===== config.mk =====
export PLATFORM = sky130hd
export DESIGN_NAME = rs_occupancy_ctrl
export DESIGN_NICKNAME = d
export VERILOG_FILES = /design/src/rtl/rs_occupancy_ctrl_pkg.sv /design/src/rtl/rs_occupancy_counter.sv /design/src/rtl/rs_occupancy_ctrl.sv
export SDC_FILE = /design/constraint.sdc
export NUM_CORES = 1
export LEC_CHECK = 0
export ABC_CLOCK_PERIOD_IN_PS = 2800
export CAP_MARGIN = 10
export CORE_ASPECT_RATIO = 0.8
export CORE_MARGIN = 4
export CORE_UTILIZATION = 35
export CTS_CLUSTER_DIAMETER = 80
export DETAILED_ROUTE_END_ITERATION = 8
export RECOVER_POWER = 50
export SLEW_MARGIN = 30
export SYNTH_ARGS = -nofsm -noshare
export SYNTH_HDL_FRONTEND = slang
export SYNTH_SLANG_ARGS = --single-unit

===== constraint.sdc =====
create_clock -name iCLOCK -period 2.8 [get_ports iCLOCK]
set_input_delay 0.84 -clock iCLOCK [delete_from_list [all_inputs] [get_ports iCLOCK]]
set_output_delay 0.84 -clock iCLOCK [all_outputs]
set_load 0.01 [all_outputs]

===== src/rtl/rs_occupancy_ctrl_pkg.sv =====
// Shared definitions for the reservation-station occupancy controller:
// default depths, hold length, FSM encodings and the count type.
package rs_occupancy_ctrl_pkg;

    localparam int COUNT_W = 4;
    typedef logic [COUNT_W-1:0] rsCountT;

    localparam int RS0_DEPTH_DEF  = 4;
    localparam int RS1_DEPTH_DEF  = 8;
    localparam int RS2_DEPTH_DEF  = 8;
    localparam int RS3_DEPTH_DEF  = 8;
    localparam int FLUSH_HOLD_DEF = 2;

    localparam logic [0:0] STATE_RUN  = 1'b0;
    localparam logic [0:0] STATE_HOLD = 1'b1;

    // A station with fewer than two free entries cannot accept a full dual-slot dispatch.
    function automatic logic nearFull(input rsCountT count, input int depth);
        return (int'(count) + 2) > depth;
    endfunction

endpackage


===== src/rtl/rs_occupancy_counter.sv =====
// Occupancy counter for one reservation station: adds up to two writes, removes
// one issue, saturates at both ends and flags the saturation as an error pulse.
module rs_occupancy_counter
    import rs_occupancy_ctrl_pkg::*;
#(
    parameter int DEPTH = 8
) (
    input  logic    clock,
    input  logic    reset,
    input  logic    clear,
    input  logic    freeze,
    input  logic    valid0,
    input  logic    valid1,
    input  logic    issue,
    output rsCountT count,
    output logic    error
);

    localparam logic [4:0] DEPTH_W = 5'(DEPTH);

    logic [4:0] grown;
    logic [4:0] nextRaw;
    rsCountT    nextCount;
    logic       underflow;
    logic       overflow;

    // Work at 5 bits so a full station plus two writes never wraps before clamping.
    always_comb begin
        grown     = {1'b0, count} + {4'b0, valid0} + {4'b0, valid1};
        underflow = issue && (grown == 5'd0);
        nextRaw   = grown - {4'b0, issue};
        overflow  = !underflow && (nextRaw > DEPTH_W);
        nextCount = count;
        if (underflow) begin
            nextCount = '0;
        end else if (overflow) begin
            nextCount = DEPTH_W[COUNT_W-1:0];
        end else begin
            nextCount = nextRaw[COUNT_W-1:0];
        end
    end

    assign error = !clear && !freeze && (underflow || overflow);

    always_ff @(posedge clock) begin
        if (reset) begin
            count <= '0;
        end else if (clear || freeze) begin
            count <= '0;
        end else begin
            count <= nextCount;
        end
    end

endmodule


===== src/rtl/rs_occupancy_ctrl.sv =====
// Tracks occupancy of the four reservation stations, holds dispatch off for a
// few cycles after a flush and raises a sticky flag on any over/underflow.
module rs_occupancy_ctrl
    import rs_occupancy_ctrl_pkg::*;
#(
    parameter int RS0_DEPTH  = RS0_DEPTH_DEF,
    parameter int RS1_DEPTH  = RS1_DEPTH_DEF,
    parameter int RS2_DEPTH  = RS2_DEPTH_DEF,
    parameter int RS3_DEPTH  = RS3_DEPTH_DEF,
    parameter int FLUSH_HOLD = FLUSH_HOLD_DEF
) (
    input  logic       iCLOCK,
    input  logic       iRESET_SYNC,
    input  logic       iEVENT_FLUSH,
    input  logic       iEXT_LOCK,
    input  logic       iRS0_0_VALID,
    input  logic       iRS0_1_VALID,
    input  logic       iRS0_ISSUE,
    input  logic       iRS1_0_VALID,
    input  logic       iRS1_1_VALID,
    input  logic       iRS1_ISSUE,
    input  logic       iRS2_0_VALID,
    input  logic       iRS2_1_VALID,
    input  logic       iRS2_ISSUE,
    input  logic       iRS3_0_VALID,
    input  logic       iRS3_1_VALID,
    input  logic       iRS3_ISSUE,
    output logic [3:0] oRS0_COUNT,
    output logic [3:0] oRS1_COUNT,
    output logic [3:0] oRS2_COUNT,
    output logic [3:0] oRS3_COUNT,
    output logic       oORDER_LOCK,
    output logic       oOCC_ERROR
);

    logic [0:0] state;
    logic [2:0] holdCnt;
    logic       inHold;
    logic [3:0] stationError;
    logic       occError;

    assign inHold = (state == STATE_HOLD);

    rs_occupancy_counter #(.DEPTH(RS0_DEPTH)) rs0Counter (
        .clock(iCLOCK), .reset(iRESET_SYNC), .clear(iEVENT_FLUSH), .freeze(inHold),
        .valid0(iRS0_0_VALID), .valid1(iRS0_1_VALID), .issue(iRS0_ISSUE),
        .count(oRS0_COUNT), .error(stationError[0])
    );

    rs_occupancy_counter #(.DEPTH(RS1_DEPTH)) rs1Counter (
        .clock(iCLOCK), .reset(iRESET_SYNC), .clear(iEVENT_FLUSH), .freeze(inHold),
        .valid0(iRS1_0_VALID), .valid1(iRS1_1_VALID), .issue(iRS1_ISSUE),
        .count(oRS1_COUNT), .error(stationError[1])
    );

    rs_occupancy_counter #(.DEPTH(RS2_DEPTH)) rs2Counter (
        .clock(iCLOCK), .reset(iRESET_SYNC), .clear(iEVENT_FLUSH), .freeze(inHold),
        .valid0(iRS2_0_VALID), .valid1(iRS2_1_VALID), .issue(iRS2_ISSUE),
        .count(oRS2_COUNT), .error(stationError[2])
    );

    rs_occupancy_counter #(.DEPTH(RS3_DEPTH)) rs3Counter (
        .clock(iCLOCK), .reset(iRESET_SYNC), .clear(iEVENT_FLUSH), .freeze(inHold),
        .valid0(iRS3_0_VALID), .valid1(iRS3_1_VALID), .issue(iRS3_ISSUE),
        .count(oRS3_COUNT), .error(stationError[3])
    );

    // A flush always (re)starts the hold window, even if one is already running.
    always_ff @(posedge iCLOCK) begin
        if (iRESET_SYNC) begin
            state   <= STATE_RUN;
            holdCnt <= '0;
        end else if (iEVENT_FLUSH) begin
            state   <= STATE_HOLD;
            holdCnt <= 3'(FLUSH_HOLD - 1);
        end else if (inHold) begin
            if (holdCnt == 3'd0) begin
                state <= STATE_RUN;
            end else begin
                holdCnt <= holdCnt - 3'd1;
            end
        end
    end

    always_ff @(posedge iCLOCK) begin
        if (iRESET_SYNC) begin
            occError <= 1'b0;
        end else if (|stationError) begin
            occError <= 1'b1;
        end
    end

    assign oOCC_ERROR  = occError;
    assign oORDER_LOCK = inHold || iEXT_LOCK
                       || nearFull(oRS0_COUNT, RS0_DEPTH)
                       || nearFull(oRS1_COUNT, RS1_DEPTH)
                       || nearFull(oRS2_COUNT, RS2_DEPTH)
                       || nearFull(oRS3_COUNT, RS3_DEPTH);

endmodule


==> summary.txt, run 1 <==
Outcome
  • Status: complete, no violations

CTS
  • Cts hold-fix bufs: 0
  • Num CTS Buffers: 3
  • Root Driver: clkbuf_8
  • CTS max path bufs: 2
  • Clock Sinks: 21
  • H-tree depth: 1
  • Clock-pin transition on the worst setup and hold timing paths: 0.07 ns
  • CTS tree: built
  • Worst skew pair latency: 0.26 ns

Setup path
  • Worst r2r dst: oOCC_ERROR$_SDFFE_PP0P_
  • Critical R2R Launch: rs0Counter.count[0]$_SDFF_PP0_
  • Worst path cell trace: dlygate4sd2_1 > inv_2 > fa_2 > ha_4 > ha_4 > o311a_4 > nor3_2 > a21o_1 > or3b_4 > nor2_2
  • R2R Setup Slk: 0.48 ns
  • Critical path endpoint category: flop
  • Worst-path maximum fanout: 3
  • Worst EP required: 3.00 ns
  • Crit path DAT: 2.95 ns
  • Crit-path max cell delay: 0.59 ns
  • Setup crit start kind: primary input
  • Most frequent CP cell: ha_4
  • Slowest cell on crit path: fa_2
  • R2R cell count: 10
  • Critical path type: primary input to flop

Logic synthesis
  • Largest cells by area after synthesis: dfxtp_1 24%, ha_1 13%, xnor2_1 7.1%, inv_1 6.7%, fa_1 4.6%
  • Synth warnings: 0
  • Syn nets: 245
  • Mapped cell area: 0.00174 sq mm
  • Unique masters post-synth: 53
  • Share of the synthesized area in the top cell type: 24.2%
  • Sequential share of the synthesized area: 24.2%
  • Post-synth top area cell: dfxtp_1
  • Seq cells post-synth: 21
  • Syn Area/Cell: 8.39 sq um
  • Ys async rst share: 0%
  • EDFF count, synth: 0
  • Top FF cell, synth: dfxtp_1
  • Mapped Cells: 207

STA
  • Final setup viols: 0
  • Max Clock Skew: 0.00387 ns
  • Fin. Hold Viols: 0
  • Max-slew headroom: 60.7%
  • Fin crit period: 2.75 ns
  • FMAX: 364 MHz
  • Final Cycle Share: 98.2%
  • Worst Tran Pin Value: 0.583 ns
  • Slew Viols, Final: 0

Power and ir drop
  • Total power: 0.00102 W
  • P per Cell Area: 370 mW/mm^2
  • LEAKAGE: 1.18 nW
  • VDD IR max: 196 uV

Place
  • Placed cells: 331
  • RePlAce Congestion: 0.854
  • Dpl hpwl: 3250 um
  • IO buf count: 33

Global route
  • Largest net degree at the start of global routing: 12
  • Grt met2 use: 23.5%
  • Total GRT Usage: 14.5%
  • Overflow after GRT: 0
  • Initial antenna violation count: 0
  • Busiest grt layer: met2
  • GRT met3 Usage: 1.86%
  • GR Util met1: 20.0%
  • Global-route wire length before repair: 7250 um
  • Vias in the first global route: 1,627

Route
  • Routed WL per cell: 12.3 um
  • 1st-iter DRT viols: 47
  • Drt via density: 4.85
  • # DRC: 0
  • Final ANT Viol Nets: 0
  • Router iterations before antenna repair: 4
  • WL final: 4180 um
  • Vias: 1,643

Floorplan
  • Io pins: 34
  • Core Region: 0.00468 sq mm
  • Cell row count: 22
  • Die H: 71.0 um
  • Starting Density: 37.1%
  • DIE AREA: 0.00616 sq mm
  • Die W: 86.8 um

Finish
  • Commonest non-fill, non-tap cell in the layout: buf_4
  • Most frequent cells in the layout: 39 x buf_4, 20 x dfxtp_1, 19 x inv_1, 15 x nor2_1, 14 x dlygate4sd3_1
  • Net count, final: 318
  • Layout Cells excl Fill: 339
  • Layout cell share with drive strength beyond 1: 36.2%
  • Filler Cells Inserted: 407
  • N_diodes: 0
  • Final core utilization: 58.6%
  • Syn-to-layout area delta: 58.0%

Flow run
  • Max-cap violations: 0

Hold path
  • Worst min path class: flop to flop
  • Hold_sp: holdCnt[1]$_SDFFE_PP0P_
  • Worst Hold Path Cells: 2
  • Endpoint, Worst Hold: holdCnt[1]$_SDFFE_PP0P_
[where the power goes]
group	internal (W)	total [W]	switching (W)
Clock	0.000101	0.000196	0.0000945
Combinational	0.000272	0.000487	0.000214
Sequential	0.000318	0.000334	0.0000151
Total	0.000692	0.00102	0.000324
[sequential cells by signal, summed over array words and instances, names as in the netlist]
register	cells
holdCnt	3
inHold	1
oOCC_ERROR	1
rs0Counter.count	4
rs1Counter.count	4
rs2Counter.count	4
rs3Counter.count	4
[per-stage QoR]
step | TNS, ns | area, sq um | hold slack, ns | setup WS (ns)
6_report | 0 | 2740 | 0.538 | 0.0515
5_1_grt | -0.0376 | 2740 | 0.576 | -0.0376
4_1_cts | 0 | 2680 | 0.540 | 0.00912
3_5_place_dp | -8.68 | 2390 | 0.525 | -0.663
3_3_place_gp | -8.43 | 2390 | 0.500 | -0.664
2_1_floorplan | 0 | 1740 | 0.489 | 0.000832
[synth_stat cells (4+ instances only)]
library cell	number
a31oi_1	6
inv_1	31
nand3_1	4
ha_1	18
xnor2_1	14
nand2_1	4
xor2_1	5
o21ai_0	4
nor2_1	15
and3_1	6
fa_1	4
nor3_1	8
nor2b_1	6
dfxtp_1	21
a21oi_1	9
[per-layer routing]
layer | routed length (um) | vias up
li1 | - | 853
met5 | 0 | -
met4 | 47 | 0
met1 | 2030 | 758
met3 | 161 | 5
met2 | 1940 | 27
[how the worst max path moves through the flow]
| stage | startpoint | end | slack, ns | depth (start not counted) |
|---|---|---|---|---|
| floorplan | iRS1_0_VALID | rs1Counter.count[0]$_SDFF_PP0_ | 0.0008 | 11 |
| global placement | iEXT_LOCK | oORDER_LOCK | -0.66 | 5 |
| detailed placement | iEXT_LOCK | oORDER_LOCK | -0.66 | 5 |
| CTS | iRS0_0_VALID | oOCC_ERROR$_SDFFE_PP0P_ | 0.009 | 10 |
| global route | iRS0_0_VALID | oOCC_ERROR$_SDFFE_PP0P_ | -0.04 | 11 |
| finish | iRS1_1_VALID | rs1Counter.count[2]$_SDFF_PP0_ | 0.05 | 10 |
[cell families (layout without fill, tap and decap cells)]
kind of cell             after synthesis  count (layout)  share of synthesized area [%]
AND/OR/NAND/NOR                       68              68                           22.3
buffers and inverters                 36             108                           8.57
multiplexers                           1               1                          0.576
adder cells (fa/ha/maj)               22              22                           17.6
AO/OA/AOI/OAI                         37              37                           14.4
flip-flops                            21              21                           24.2
XOR/XNOR                              21              21                           12.1
other                                  1               1                          0.216
[critical path: cells and delay by family]
family	cells	cell delay, ns
buffers and inverters	2	0.24
AOI/OAI and AO/OA	2	0.38
adders and majority gates	3	0.90
and+or+nand+nor	3	0.58
[what timing repair did]
item                       4_1_cts  5_1_grt
setup endpoints to repair       15        6
pin swaps                       35        8
resized for setup               68       11
buffers inserted                 4        1
[layout make-up]
type / instances / area (sq um) / share of cell area [%]
Sequential cell: 21 / 422 / 15.4
Tap cell: 60 / 75.1 / 2.74
Clock buffer: 4 / 45.0 / 1.64
Multi-Input combinational cell: 150 / 1470 / 53.6
Timing Repair Buffer: 73 / 616 / 22.4
Inverter: 31 / 116 / 4.24
Power figures use the tool's default switching activity.
==> run 2: changes to the inputs <==
--- a/constraint.sdc
+++ b/constraint.sdc
@@ -3,2 +3,2 @@
 set_output_delay 0.84 -clock iCLOCK [all_outputs]
-set_load 0.01 [all_outputs]
+set_load 0.005 [all_outputs]
==> run 2 against run 1 <==
Against the previous run:
- non-clock buffer count down 1
- hold slack worse by 0.017 ns
- die area unchanged
- core utilization up 0.53 points
- setup slack better by 0.024 ns
- clock skew down 0.0013 ns
- count of clock-buffer cells in the layout down 1
==> summary.txt, run 2 (synthesis gave the netlist of run 1 again) <==
CTS
  • Num CTS Buffers: 3 (unchanged)
  • Worst skew pair latency: 0.25 ns (was 0.26 ns)
  • Root Driver: clkbuf_8 (unchanged)
  • Clock-pin transition on the worst setup and hold timing paths: 0.08 ns (was 0.07 ns)
  • Clock Sinks: 21 (unchanged)
  • CTS max path bufs: 2 (unchanged)
  • H-tree depth: 1 (unchanged)
  • CTS tree: built (unchanged)

Route
  • Vias: 1,638 (was 1,643)
  • # DRC: 0 (unchanged)
  • Router iterations before antenna repair: 6 (was 4)
  • Final ANT Viol Nets: 0 (unchanged)
  • Drt via density: 4.85 (about the same)
  • Routed WL per cell: 13.1 um (was 12.3 um)
  • WL final: 4420 um (was 4180 um)
  • 1st-iter DRT viols: 85 (was 47)

Power and ir drop
  • VDD IR max: 166 uV (was 196 uV)
  • P per Cell Area: 370 mW/mm^2 (about the same)
  • LEAKAGE: 1.17 nW (was 1.18 nW)

STA
  • Fin crit period: 2.72 ns (was 2.75 ns)
  • RSZ-0062 raised after global routing: no
  • Fin. Hold Viols: 0 (unchanged)
  • Max-slew headroom: 61.1% (was 60.7%)
  • Max Clock Skew: 0.00256 ns (was 0.00387 ns)
  • FMAX: 367 MHz (was 364 MHz)
  • Worst Tran Pin Value: 0.577 ns (was 0.583 ns)
  • Final Cycle Share: 97.3% (was 98.2%)
  • Final setup TNS: 0 ns (unchanged)
  • Min Hold Slack: 0.521 ns (was 0.538 ns)
  • Slew Viols, Final: 0 (unchanged)
  • Final setup viols: 0 (unchanged)

Place
  • IO buf count: 33 (unchanged)
  • Dpl hpwl: 3360 um (was 3250 um)
  • RePlAce Congestion: 0.855 (was 0.854)

Finish
  • Layout cell share with drive strength beyond 1: 37.4% (was 36.2%)
  • Register area: 420 sq um (was 422 sq um)
  • Filler Cells Inserted: 419 (was 407)
  • Final core utilization: 59.2% (was 58.6%)
  • Net count, final: 317 (was 318)
  • Footprint of the multi-input gates: 0.00151 sq mm (was 0.00147 sq mm)
  • Most frequent cells in the layout: 36 x buf_4, 21 x dfxtp_1, 19 x inv_1, 15 x nor2_1 (was 39 x buf_4, 20 x dfxtp_1, 19 x inv_1, 15 x nor2_1, 14 x dlygate4sd3_1)
  • Syn-to-layout area delta: 59.4% (was 58.0%)
  • N_diodes: 0 (unchanged)
  • Commonest non-fill, non-tap cell in the layout: buf_4 (unchanged)

Global route
  • GR Util met1: 20.7% (was 20.0%)
  • Total GRT Usage: 15.2% (was 14.5%)
  • Busiest grt layer: met2 (unchanged)
  • Largest net degree at the start of global routing: 13 (was 12)
  • Overflow after GRT: 0 (unchanged)
  • Initial antenna violation count: 0 (unchanged)
  • Vias in the first global route: 1,682 (was 1,627)
  • Global-route wire length before repair: 7770 um (was 7250 um)
  • GRT met3 Usage: 1.98% (was 1.86%)
  • Grt met2 use: 26.0% (was 23.5%)

Floorplan
  • Die W: 86.8 um (unchanged)
  • Starting Density: 37.1% (unchanged)
  • Cell row count: 22 (unchanged)
  • Core Region: 0.00468 sq mm (unchanged)
  • DIE AREA: 0.00616 sq mm (unchanged)
  • Io pins: 34 (unchanged)
  • Die H: 71.0 um (unchanged)

Setup path
  • Critical path endpoint category: flop (unchanged)
  • Critical path type: primary input to flop (unchanged)
  • Worst EP required: 3.00 ns (about the same)
  • Crit path DAT: 2.93 ns (was 2.95 ns)
  • Setup crit start kind: primary input (unchanged)
  • Worst-path maximum fanout: 3 (unchanged)

Hold path
  • Worst min path class: flop to flop (unchanged)

Outcome
  • Status: complete, no violations (unchanged)

Flow run
  • Max-cap violations: 0 (unchanged)
-- run 2: changes by cell type in the layout (fill, tap and decap cells not counted), moves of 3 or more --
cell and change:
dlygate4sd3_1 -3, clkbuf_2 +3, buf_4 -3, clkdlybuf4s50_1 +3
-- run 2: path summary, 6_finish.rpt --
check	endpoint	slack (ns)	start	cells after the start
min reg2reg	holdCnt[1]$_SDFFE_PP0P_	0.52	holdCnt[1]$_SDFFE_PP0P_	2
max	rs1Counter.count[0]$_SDFF_PP0_	0.08	iRS1_0_VALID	10
min	holdCnt[1]$_SDFFE_PP0P_	0.52	holdCnt[1]$_SDFFE_PP0P_	2
max reg2reg	rs0Counter.count[2]$_SDFF_PP0_	0.41	rs0Counter.count[0]$_SDFF_PP0_	10
-- run 2: cell type report --
| cell class | instances | area share [%] |
|---|---|---|
| Multi-Input combinational cell | 150 | 54.6 |
| Tap cell | 60 | 2.71 |
| Clock buffer | 3 | 1.49 |
| Clock inverter | 1 | 0.181 |
| Timing Repair Buffer | 72 | 21.6 |
| Sequential cell | 21 | 15.2 |
| Inverter | 31 | 4.20 |
-- run 2: per-stage QoR --
step	instance area (sq um)	std cells	setup WS (ns)	total power, W
2_1_floorplan	1740	207	0.000832	0.000547
3_3_place_gp	2380	330	-0.640	0.000712
3_5_place_dp	2380	330	-0.662	0.000716
4_1_cts	2760	338	-0.0283	0.00103
5_1_grt	2770	338	0.00630	0.00110
6_report	2770	338	0.0752	0.00102
-- run 2: what timing repair did --
item | in CTS | in global routing
hold buffers | 0 | 0
pin swaps | 34 | 17
setup endpoints to repair | 15 | 8
resized for setup | 77 | 10
hold endpoints to repair | 0 | 0
buffers inserted | 4 | 0
-- run 2: where the power goes --
group	switching, W	internal [W]	leakage (nW)
clock	0.0000966	0.0000989	0.0255
sequential	0.0000166	0.000318	0.171
combinational	0.000216	0.000278	0.971
total	0.000329	0.000695	1.17
-- run 2: metal layers --
layer / wire length, um / share of wire, % / up-vias
met5: 0 / 0 / -
met4: 10 / 0.23 / 0
met3: 163 / 3.7 / 2
met2: 2100 / 47 / 28
met1: 2150 / 49 / 761
li1: - / - / 847
-- run 2: worst max-delay path: stages --
cell           delay (ns)
dlygate4sd2_1        0.19
inv_1                0.05
fa_2                 0.60
ha_4                 0.16
ha_4                 0.16
o311a_4              0.21
nor3_4               0.04
a21o_1               0.18
or3b_4               0.41
nor2_2               0.09
==> run 3: changes to the inputs <==
Settings changed: ABC_CLOCK_PERIOD_IN_PS 2800 to 3000, SKIP_LAST_GASP from default to 1.
Clock period 2.8 ns to 3 ns, I/O delays scaled along.
==> run 3 against run 2 <==
Against the previous run:
- die area unchanged
- clock power down 6%
- hold slack about the same
- via count down 0.61%
- flip-flop and latch count unchanged
- sequential power down 5%
- global-route usage down 0.77 points
- register-to-register slack better by 0.26 ns
- clock skew about the same
- setup slack better by 0.037 ns
- critical path depth unchanged
- final area down 2.5%
==> summary.txt, run 3 (synthesis gave the netlist of run 1 again) <==
Global route
  • Total GRT Usage: 14.5% (was 15.2%)
  • Vias in the first global route: 1,615 (was 1,682)
  • Largest net degree at the start of global routing: 12 (was 13)
  • Global-route wire length before repair: 7340 um (was 7770 um)
  • Initial antenna violation count: 0 (unchanged)
  • Overflow after GRT: 0 (unchanged)

Finish
  • N_diodes: 0 (unchanged)
  • Net count, final: 316 (was 317)
  • Final core utilization: 57.7% (was 59.2%)
  • Layout cell share with drive strength beyond 1: 33.6% (was 37.4%)
  • Most frequent cells in the layout: 33 x buf_4, 21 x inv_1, 21 x dfxtp_1, 16 x clkdlybuf4s50_1, 13 x nor2_1 (was 36 x buf_4, 21 x dfxtp_1, 19 x inv_1, 15 x nor2_1)
  • Commonest non-fill, non-tap cell in the layout: buf_4 (unchanged)
  • Syn-to-layout area delta: 55.5% (was 59.4%)

Floorplan
  • Cell row count: 22 (unchanged)
  • Io pins: 34 (unchanged)
  • Starting Density: 37.1% (unchanged)
  • Core Region: 0.00468 sq mm (unchanged)
  • Die H: 71.0 um (unchanged)
  • Die W: 86.8 um (unchanged)
  • DIE AREA: 0.00616 sq mm (unchanged)

Power and ir drop
  • P per Cell Area: 352 mW/mm^2 (was 370 mW/mm^2)
  • LEAKAGE: 1.13 nW (was 1.17 nW)
  • VDD IR max: 177 uV (was 166 uV)

Setup path
  • Crit-path max cell delay: 0.60 ns (about the same)
  • Worst r2r dst: oOCC_ERROR$_SDFFE_PP0P_ (was rs0Counter.count[2]$_SDFF_PP0_)
  • Crit path DAT: 3.09 ns (was 2.93 ns)
  • Worst-path maximum fanout: 4 (was 3)
  • Most frequent CP cell: ha_4 (unchanged)
  • R2R Setup Slk: 0.67 ns (was 0.41 ns)
  • CP Buf/Inv Count: 2 (unchanged)
  • Critical path type: primary input to flop (unchanged)
  • Setup crit start kind: primary input (unchanged)
  • Critical R2R Launch: rs0Counter.count[0]$_SDFF_PP0_ (unchanged)
  • Critical path endpoint category: flop (unchanged)
  • Worst EP required: 3.20 ns (was 3.00 ns)
  • Worst path cell trace: clkdlybuf4s50_1 > inv_1 > fa_2 > ha_4 > ha_4 > xor2_2 > and3_4 > o21ai_2 > or2_4 > nor2_1 (was dlygate4sd2_1 > inv_1 > fa_2 > ha_4 > ha_4 > o311a_4 > nor3_4 > a21o_1 > or3b_4 > nor2_2)
  • R2R cell count: 9 (was 10)
  • Crit path max-delay family: adder cells (unchanged)
  • Slowest cell on crit path: fa_2 (unchanged)

STA
  • Final Cycle Share: 96.3%
  • Final setup TNS: 0 ns (unchanged)
  • Slew Viols, Final: 0 (unchanged)
  • Worst Tran Pin Value: 0.539 ns (was 0.577 ns)
  • Max-slew headroom: 63.7% (was 61.1%)
  • Fin crit period: 2.89 ns
  • Max Clock Skew: 0.00221 ns (was 0.00256 ns)
  • Fin. Hold Viols: 0 (unchanged)
  • PnR worst setup slack: 0.112 ns (was 0.0752 ns)
  • Min Hold Slack: 0.521 ns (about the same)
  • Final setup viols: 0 (unchanged)
  • FMAX: 346 MHz

CTS
  • Worst skew pair latency: 0.26 ns (was 0.25 ns)
  • H-tree depth: 1 (unchanged)
  • Num CTS Buffers: 3 (unchanged)
  • Clock Sinks: 21 (unchanged)
  • Clock-pin transition on the worst setup and hold timing paths: 0.08 ns (about the same)
  • Root Driver: clkbuf_8 (unchanged)
  • CTS tree: built (unchanged)
  • CTS max path bufs: 2 (unchanged)

Route
  • Router iterations before antenna repair: 4 (was 6)
  • Routed WL per cell: 12.6 um (was 13.1 um)
  • Drt via density: 4.83 (was 4.85)
  • Vias: 1,628 (was 1,638)
  • Final ANT Viol Nets: 0 (unchanged)
  • # DRC: 0 (unchanged)
  • 1st-iter DRT viols: 36 (was 85)
  • WL final: 4260 um (was 4420 um)

Outcome
  • Status: complete, no violations (unchanged)

Place
  • RePlAce Congestion: 0.832 (was 0.855)
  • Dpl ws: -0.552 ns (was -0.662 ns)
  • IO buf count: 33 (unchanged)
  • Dpl hpwl: 3250 um (was 3360 um)

Hold path
  • Endpoint, Worst Hold: holdCnt[1]$_SDFFE_PP0P_ (unchanged)
  • Hold_sp: holdCnt[1]$_SDFFE_PP0P_ (unchanged)
  • Worst Hold Path Cells: 2 (unchanged)
  • Worst min path class: flop to flop (unchanged)

Flow run
  • Max-cap violations: 0 (unchanged)
run 3: layer usage:
metal	vias to the layer above	wire length (um)	global-route usage, %
met5	-	0	0
met4	0	27	3.63
met3	2	143	1.28
met2	22	2070	24.3
met1	756	2020	19.9
li1	848	-	-
run 3: where the power goes:
group / total, W / switching [W] / internal, W / leakage [nW]
Sequential: 0.000317 / 0.0000200 / 0.000297 / 0.171
Combinational: 0.000451 / 0.000191 / 0.000260 / 0.935
Clock: 0.000184 / 0.0000892 / 0.0000945 / 0.0228
Total: 0.000952 / 0.000300 / 0.000651 / 1.13
run 3: through the flow:
stage	instance area, sq um	cells	power (W)
2_1_floorplan	1740	207	0.000509
3_3_place_gp	2360	328	0.000667
3_5_place_dp	2360	328	0.000668
4_1_cts	2600	335	0.000911
5_1_grt	2700	337	0.00102
6_report	2700	337	0.000952
run 3: repair_timing:
action                     4_1_cts  5_1_grt
setup endpoints to repair       14        8
hold buffers                     0        0
setup buffers                    3        2
gates resized for setup         49       23
pin swaps                       25       16
run 3: worst reg2reg max path, stage by stage, from the launching register on:
cell,delay [ns]
dfxtp_1,0.33
inv_1,0.07
fa_1,0.52
ha_2,0.21
nor4bb_4,0.30
mux2i_1,0.12
a221oi_2,0.36
o31ai_2,0.13
a21oi_1,0.12
o21ai_1,0.07
run 3: final cells by class:
cell class / count / area (sq um)
Clock buffer: 4 / 45.0
Sequential cell: 21 / 420
Fill cell: 432 / 1980
Timing Repair Buffer: 71 / 589
Tap cell: 60 / 75.1
Multi-Input combinational cell: 150 / 1450
Inverter: 31 / 119
run 3: worst max-delay path by stage:
stage | from | endpoint | slack, ns | depth (start not counted)
floorplan | iRS0_0_VALID | oOCC_ERROR$_SDFFE_PP0P_ | 0.1 | 10
global placement | iEXT_LOCK | oORDER_LOCK | -0.50 | 5
detailed placement | iRS0_0_VALID | oOCC_ERROR$_SDFFE_PP0P_ | -0.55 | 11
CTS | iEXT_LOCK | oORDER_LOCK | 0.006 | 5
global route | iRS3_0_VALID | rs3Counter.count[0]$_SDFF_PP0_ | -0.01 | 12
finish | iRS3_0_VALID | rs3Counter.count[1]$_SDFF_PP0_ | 0.11 | 10
